File: src/rtl/pim_cmd_queue.sv
// -----------------------------------------------------------------------------
// pim_cmd_queue
//
// Buffers PIM commands from the core in a small FIFO and issues them one at a
// time to the DMA engine. Each command is issued with a one-cycle o_dma_en
// pulse. The head entry is then held stable on the DMA field outputs until
// the DMA reports completion (busy rises then falls), or until the DMA fails
// to start within BUSY_TIMEOUT cycles.
//
// Handshake: a command transfers on any rising edge where i_cmd_valid and
// o_cmd_ready are both high. o_cmd_ready depends only on occupancy, never on
// i_cmd_valid. An accepted command with an unsupported funct3 or a zero size
// is consumed, but it is not queued and it sets the sticky error flag.
//
// Parameters
//   DEPTH         command FIFO entries (power of two, >= 2)
//   BUSY_TIMEOUT  cycles allowed in WAIT_BUSY for i_dma_busy to rise (1..255)
//
// Ports
//   i_clk, i_rst_n          clock (rising edge), async active-low reset
//   i_cmd_valid/o_cmd_ready command handshake from the core
//   i_cmd_funct3/_sel_pim/_size/_mem_addr  command fields
//   o_dma_en                one-cycle issue pulse to the DMA
//   o_funct3/_sel_pim/_size/_mem_addr      head fields (0 when idle)
//   i_dma_busy              DMA transfer in progress
//   o_done                  one-cycle pulse per completed command
//   o_err / i_err_clr       sticky error flag and its synchronous clear
//   o_count                 FIFO occupancy
//   o_queue_busy            FIFO non-empty or FSM not idle (core fence)
//   dbg_state               current FSM state (IDLE=0, ISSUE=1,
//                           WAIT_BUSY=2, WAIT_DONE=3)
// -----------------------------------------------------------------------------
module pim_cmd_queue #(
    parameter int DEPTH        = 4,
    parameter int BUSY_TIMEOUT = 15
) (
    input  logic                       i_clk,
    input  logic                       i_rst_n,

    input  logic                       i_cmd_valid,
    output logic                       o_cmd_ready,
    input  logic [2:0]                 i_cmd_funct3,
    input  logic [3:0]                 i_cmd_sel_pim,
    input  logic [12:0]                i_cmd_size,
    input  logic [31:0]                i_cmd_mem_addr,

    output logic                       o_dma_en,
    output logic [2:0]                 o_funct3,
    output logic [3:0]                 o_sel_pim,
    output logic [12:0]                o_size,
    output logic [31:0]                o_mem_addr,
    input  logic                       i_dma_busy,

    output logic                       o_done,
    output logic                       o_err,
    input  logic                       i_err_clr,

    output logic [$clog2(DEPTH):0]     o_count,
    output logic                       o_queue_busy,
    output logic [1:0]                 dbg_state
);

    localparam int AW = $clog2(DEPTH);
    localparam int CW = AW + 1;
    localparam logic [7:0] TIMEOUT_LAST = 8'(BUSY_TIMEOUT - 1);

    typedef enum logic [1:0] {
        IDLE      = 2'd0,
        ISSUE     = 2'd1,
        WAIT_BUSY = 2'd2,
        WAIT_DONE = 2'd3
    } state_t;

    typedef struct packed {
        logic [2:0]  funct3;
        logic [3:0]  sel_pim;
        logic [12:0] size;
        logic [31:0] mem_addr;
    } cmd_t;

    // -------------------------------------------------------------------------
    // Storage and pointers
    // -------------------------------------------------------------------------
    cmd_t            mem [DEPTH];
    logic [AW-1:0]   wr_ptr;
    logic [AW-1:0]   rd_ptr;
    logic [CW-1:0]   count;

    state_t          state;
    logic [7:0]      wait_cnt;
    cmd_t            head_q;
    logic            dma_en_q;
    logic            done_q;
    logic            err_q;

    logic            handshake;
    logic            cmd_legal;
    logic            push;
    logic            illegal_cmd;
    logic            busy_timeout;
    logic            dma_complete;
    logic            pop;
    cmd_t            cmd_in;

    assign cmd_in = '{funct3:   i_cmd_funct3,
                      sel_pim:  i_cmd_sel_pim,
                      size:     i_cmd_size,
                      mem_addr: i_cmd_mem_addr};

    assign o_cmd_ready = (count != CW'(DEPTH));
    assign handshake   = i_cmd_valid && o_cmd_ready;

    // Only read, write and compute opcodes with a non-zero length are queued.
    assign cmd_legal   = ((i_cmd_funct3 == 3'b001) ||
                          (i_cmd_funct3 == 3'b010) ||
                          (i_cmd_funct3 == 3'b100)) &&
                         (i_cmd_size != 13'd0);

    assign push        = handshake && cmd_legal;
    assign illegal_cmd = handshake && !cmd_legal;

    // The head leaves the FIFO only when the FSM returns to IDLE, so the
    // fields presented to the DMA cannot shift under it mid-transfer.
    assign busy_timeout = (state == WAIT_BUSY) && !i_dma_busy &&
                          (wait_cnt == TIMEOUT_LAST);
    assign dma_complete = (state == WAIT_DONE) && !i_dma_busy;
    assign pop          = busy_timeout || dma_complete;

    // Storage is not reset: entries are only ever read after being written.
    always_ff @(posedge i_clk) begin
        if (push) begin
            mem[wr_ptr] <= cmd_in;
        end
    end

    always_ff @(posedge i_clk or negedge i_rst_n) begin
        if (!i_rst_n) begin
            wr_ptr <= '0;
            rd_ptr <= '0;
            count  <= '0;
        end else begin
            if (push) begin
                wr_ptr <= wr_ptr + AW'(1);
            end
            if (pop) begin
                rd_ptr <= rd_ptr + AW'(1);
            end
            // Simultaneous push and pop leaves occupancy unchanged.
            if (push && !pop) begin
                count <= count + CW'(1);
            end else if (pop && !push) begin
                count <= count - CW'(1);
            end
        end
    end

    // -------------------------------------------------------------------------
    // Issue FSM with registered DMA-side outputs
    // -------------------------------------------------------------------------
    always_ff @(posedge i_clk or negedge i_rst_n) begin
        if (!i_rst_n) begin
            state    <= IDLE;
            wait_cnt <= '0;
            head_q   <= '0;
            dma_en_q <= 1'b0;
            done_q   <= 1'b0;
        end else begin
            done_q <= 1'b0;
            case (state)
                IDLE: begin
                    // No bypass: the FIFO must already hold the command.
                    if ((count != '0) && !i_dma_busy) begin
                        state    <= ISSUE;
                        dma_en_q <= 1'b1;
                        head_q   <= mem[rd_ptr];
                    end
                end
                ISSUE: begin
                    state    <= WAIT_BUSY;
                    dma_en_q <= 1'b0;
                    wait_cnt <= '0;
                end
                WAIT_BUSY: begin
                    if (i_dma_busy) begin
                        state <= WAIT_DONE;
                    end else if (wait_cnt == TIMEOUT_LAST) begin
                        // DMA never started: drop the command, error raised
                        // below, and no completion pulse.
                        state  <= IDLE;
                        head_q <= '0;
                    end else begin
                        wait_cnt <= wait_cnt + 8'd1;
                    end
                end
                WAIT_DONE: begin
                    if (!i_dma_busy) begin
                        state  <= IDLE;
                        head_q <= '0;
                        done_q <= 1'b1;
                    end
                end
                default: begin
                    state    <= IDLE;
                    dma_en_q <= 1'b0;
                    head_q   <= '0;
                end
            endcase
        end
    end

    // Sticky error; a new error event takes priority over a clear request.
    always_ff @(posedge i_clk or negedge i_rst_n) begin
        if (!i_rst_n) begin
            err_q <= 1'b0;
        end else if (illegal_cmd || busy_timeout) begin
            err_q <= 1'b1;
        end else if (i_err_clr) begin
            err_q <= 1'b0;
        end
    end

    // -------------------------------------------------------------------------
    // Outputs
    // -------------------------------------------------------------------------
    assign o_dma_en     = dma_en_q;
    assign o_funct3     = head_q.funct3;
    assign o_sel_pim    = head_q.sel_pim;
    assign o_size       = head_q.size;
    assign o_mem_addr   = head_q.mem_addr;
    assign o_done       = done_q;
    assign o_err        = err_q;
    assign o_count      = count;
    assign o_queue_busy = (count != '0) || (state != IDLE);
    assign dbg_state    = state;

endmodule

File: config.mk
export PLATFORM = sky130hd
export DESIGN_NAME = pim_cmd_queue
export DESIGN_NICKNAME = d
export VERILOG_FILES = /design/src/rtl/pim_cmd_queue.sv
export SDC_FILE = /design/constraint.sdc
export NUM_CORES = 1
export LEC_CHECK = 0
export BUFFER_PORTS_ARGS = -buffer_cell sky130_fd_sc_hd__buf_4
export CAP_MARGIN = 20
export CORE_MARGIN = 8
export CORE_UTILIZATION = 30
export DETAILED_ROUTE_END_ITERATION = 7
export PLACE_DENSITY = 0.45
export SYNTH_ARGS = -nofsm -noshare
export SYNTH_HDL_FRONTEND = slang
export SYNTH_SLANG_ARGS = --single-unit
File: constraint.sdc
create_clock -name i_clk -period 3.9 [get_ports i_clk]
set_clock_uncertainty 0.1 [all_clocks]
set_input_delay 0.78 -clock i_clk [delete_from_list [all_inputs] [get_ports i_clk]]
set_output_delay 0.78 -clock i_clk [all_outputs]
set_load 0.05 [all_outputs]
==> Implementation_results.wiki <==
{| class="wikitable"
! Metric !! Value
|-
| Result of the run || finished clean
|-
| Number of buffers on the longest clock path || 3
|-
| DRC || 0
|-
| Diodes inserted || 0
|-
| GRT Total Usage || 0.1165
|-
| Final Cycle Share || 0.7035
|-
| Yosys top cell area share || 0.5967
|-
| Endpoints failing setup || 0
|-
| Average footprint of a synthesized cell || 21.02 µm²
|-
| Clock transition at the registers of the reported paths || 0.06 ns
|-
| Ratio of cells with drive above 1 in the final layout || 0.3621
|-
| Maximum number of pins on one net before global-route repair || 73
|-
| Maximum achievable frequency || 364.5 MHz
|-
| Die boundary width || 202.8 µm
|-
| I/O pins || 119
|-
| Max H-tree Level || 1
|-
| Total congestion overflow || 0
|-
| Synthesis-to-layout area growth || 25.02%
|-
| Worst-case headroom to the max-slew limit || 0.4144
|-
| Yosys warning count || 0
|-
| Weighted congestion at the end of routability-driven global placement || 0.6720
|-
| CTS tree || yes
|-
| Initial Util || 0.3038
|-
| Final core area utilization || 0.3798
|-
| Number of slew-limit violations in the final report || 0
|-
| Min Clock Period, post-route || 2.744 ns
|-
| Vias in the first global route || 5,672
|-
| PD cells || 824.7 mW/mm²
|-
| Least setup slack across all paths after layout || 1.156 ns
|-
| Number of nets produced by synthesis || 563
|-
| First-pass GRT wire length || 36.76 mm
|-
| RSZ-0062 raised after global routing || no
|-
| Clk Tree Root Cell || sky130_fd_sc_hd__clkbuf_16
|-
| Type of the worst setup path || reg2out
|-
| Total negative setup slack || 0 ns
|-
| Total number of vias || 5,153
|-
| Critical path peak fanout || 5
|-
| Setup bufs post-CTS || 0
|-
| DR iter-0 viols || 155
|-
| Final HPWL from detailed placement || 14.94 mm
|-
| Routed len/inst || 21.55 µm
|-
| Total leakage power || 4.817 nW
|-
| Post-synthesis cell area || 0.01047 mm²
|-
| Nature of the critical path endpoint || primary output
|-
| Class of the worst hold path || in2async
|-
| Number of cells upsized or downsized after cts || 0
|-
| Top cell type by total area after synthesis || sky130_fd_sc_hd__edfxtp_1
|-
| Type of origin of the critical path || flop
|-
| Final non-filler cell area || 0.01309 mm²
|-
| TritonCTS Buffers || 31
|-
| Core Area || 0.03446 mm²
|-
| Commonest register cell after synthesis || sky130_fd_sc_hd__edfxtp_1
|-
| Remaining antenna violation count || 0
|-
| Unique masters post-synth || 41
|-
| Vertical die dimension || 202.8 µm
|-
| Filler Cells Inserted || 3,138
|-
| Placement-stage worst setup slack || 0.6866 ns
|-
| Clock sink total || 280
|-
| Die area || 0.04113 mm²
|-
| Final hold vios || 0
|-
| Cell types occupying the most area after synthesis || sky130_fd_sc_hd__edfxtp_1, sky130_fd_sc_hd__dfrtp_1, sky130_fd_sc_hd__mux4_2
|-
| Count of maximum capacitance violations || 0
|-
| Worst hold slack after final layout || 0.08904 ns
|-
| Mapped Cells || 498
|-
| Port buffer count || 118
|-
| Number of rows created at floorplan || 68
|-
| Worst-Margin Slew || 0.8784 ns
|-
| Number of flops mapped to enable cells by yosys || 208
|-
| Insertion delay to the later sink of the worst-skew pair || 0.55 ns
|-
| Count of TritonRoute iterations in the first routing pass || 4
|-
| Async set-reset flop share out of synthesis || 0.2571
|-
| Hold buffer count at cts || 0
|-
| Via-per-instance ratio || 4.622
|-
| Data required time of the critical path || 3.02 ns
|-
| Area after detailed placement || 0.01193 mm²
|-
| Post-synthesis register bit count || 280
|-
| Maximum vdd ir drop || 0.4745 mV
|-
| Initial antenna violation count || 0
|-
| Fin nets || 700
|-
| Worst EP arrival || 1.86 ns
|-
| Part of the Yosys area used for sequential elements || 0.7688
|-
| Detailed-route wire length || 24.03 mm
|}
registers in the layout, indices dropped and copies added, names as in the netlist:
| register | flops |
|---|---|
| o_funct3 | 3 |
| o_size | 13 |
| o_sel_pim | 4 |
| o_count | 3 |
| wait_cnt | 8 |
| mem | 208 |
| wr_ptr | 2 |
| o_done | 1 |
| o_dma_en | 1 |
| dbg_state | 2 |
| o_err | 1 |
| rd_ptr | 2 |
| o_mem_addr | 32 |
synth_stat cells, types with 5 or more instances:
cell / n
sky130_fd_sc_hd__a22o_1: 52
sky130_fd_sc_hd__and2_1: 5
sky130_fd_sc_hd__buf_2: 6
sky130_fd_sc_hd__buf_6: 5
sky130_fd_sc_hd__clkbuf_1: 11
sky130_fd_sc_hd__dfrtp_1: 72
sky130_fd_sc_hd__edfxtp_1: 208
sky130_fd_sc_hd__ha_1: 7
sky130_fd_sc_hd__inv_1: 5
sky130_fd_sc_hd__mux4_2: 52
sky130_fd_sc_hd__nand2_1: 11
sky130_fd_sc_hd__nor2_1: 12
sky130_fd_sc_hd__xnor2_1: 5
sky130_fd_sc_hd__xor2_1: 5
metal layers:
metal  share of wire  global-route usage  routed length [µm]  vias up
met5               0                   0                   0        -
met4           0.028             0.03419                 661        0
met1            0.44              0.1514               10610     2692
met2            0.48              0.1938               11610      110
met3           0.048             0.02534                1142       41
li1                -                   -                   -     2310
worst paths after layout:
check / start / to / slack (ns) / cells past startpoint
max in group asynchronous: i_rst_n / rd_ptr[0] / 2.99 / 2
hold reg to reg: o_size[12] / o_size[12] / 0.40 / 1
min in group i_clk: i_cmd_mem_addr[17] / mem[3][17] / 0.32 / 1
setup / recovery: o_count[0] / o_queue_busy / 1.16 / 3
setup reg to reg: o_count[2] / o_count[2] / 1.29 / 9
hold / removal: i_rst_n / o_sel_pim[0] / 0.09 / 1
report_power, final:
part / internal, mW / total [mW] / switching, mW
clock network: 2.05 / 3.20 / 1.15
logic: 1.33 / 3.30 / 1.96
registers: 3.75 / 4.30 / 0.544
total: 7.14 / 10.8 / 3.66
cells in the final DEF (no fill, tap or decap), types with 7 or more instances in the layout:
master and n:
sky130_fd_sc_hd__edfxtp_1 208, sky130_fd_sc_hd__buf_4 121, sky130_fd_sc_hd__dfrtp_1 70, sky130_fd_sc_hd__mux4_2 52, sky130_fd_sc_hd__a22o_1 52, sky130_fd_sc_hd__clkbuf_16 31, sky130_fd_sc_hd__nor2_1 12, sky130_fd_sc_hd__nand2_1 11
sky130_fd_sc_hd__bufinv_16 9, sky130_fd_sc_hd__ha_1 7
worst max-delay path, cell delays in order (launching register included):
cell and delay, ns:
sky130_fd_sc_hd__dfrtp_1 0.47, sky130_fd_sc_hd__nor3_1 0.51, sky130_fd_sc_hd__nand2_1 0.12, sky130_fd_sc_hd__buf_4 0.21
cell families after synthesis:
logic type	Yosys count	share of synthesized area
multiplexers	57	0.1169
AND/OR/NAND/NOR	54	0.03120
buffers and inverters	28	0.01470
XOR/XNOR	10	0.008367
adder cells (fa/ha/maj)	8	0.01028
AO/OA/AOI/OAI	61	0.04973
flip-flops	280	0.7688
per-stage QoR:
step           cells  total power [mW]
2_1_floorplan    498             6.574
3_3_place_gp    1056             7.714
3_5_place_dp    1056             7.753
4_1_cts         1114             11.01
5_1_grt         1115             11.30
6_report        1115             10.79
area by class of cell:
class | instances | area [µm²] | share of cell area
sequential | 280 | 8055 | 0.6155
multi-input combinational | 190 | 2276 | 0.1739
timing repair buffer | 127 | 1036 | 0.07917
clock buffer | 37 | 798.3 | 0.06100
tap | 455 | 569.3 | 0.04350
clock inverter | 21 | 332.8 | 0.02543
inverter | 5 | 18.77 | 0.001434
Power figures use the tool's default switching activity.
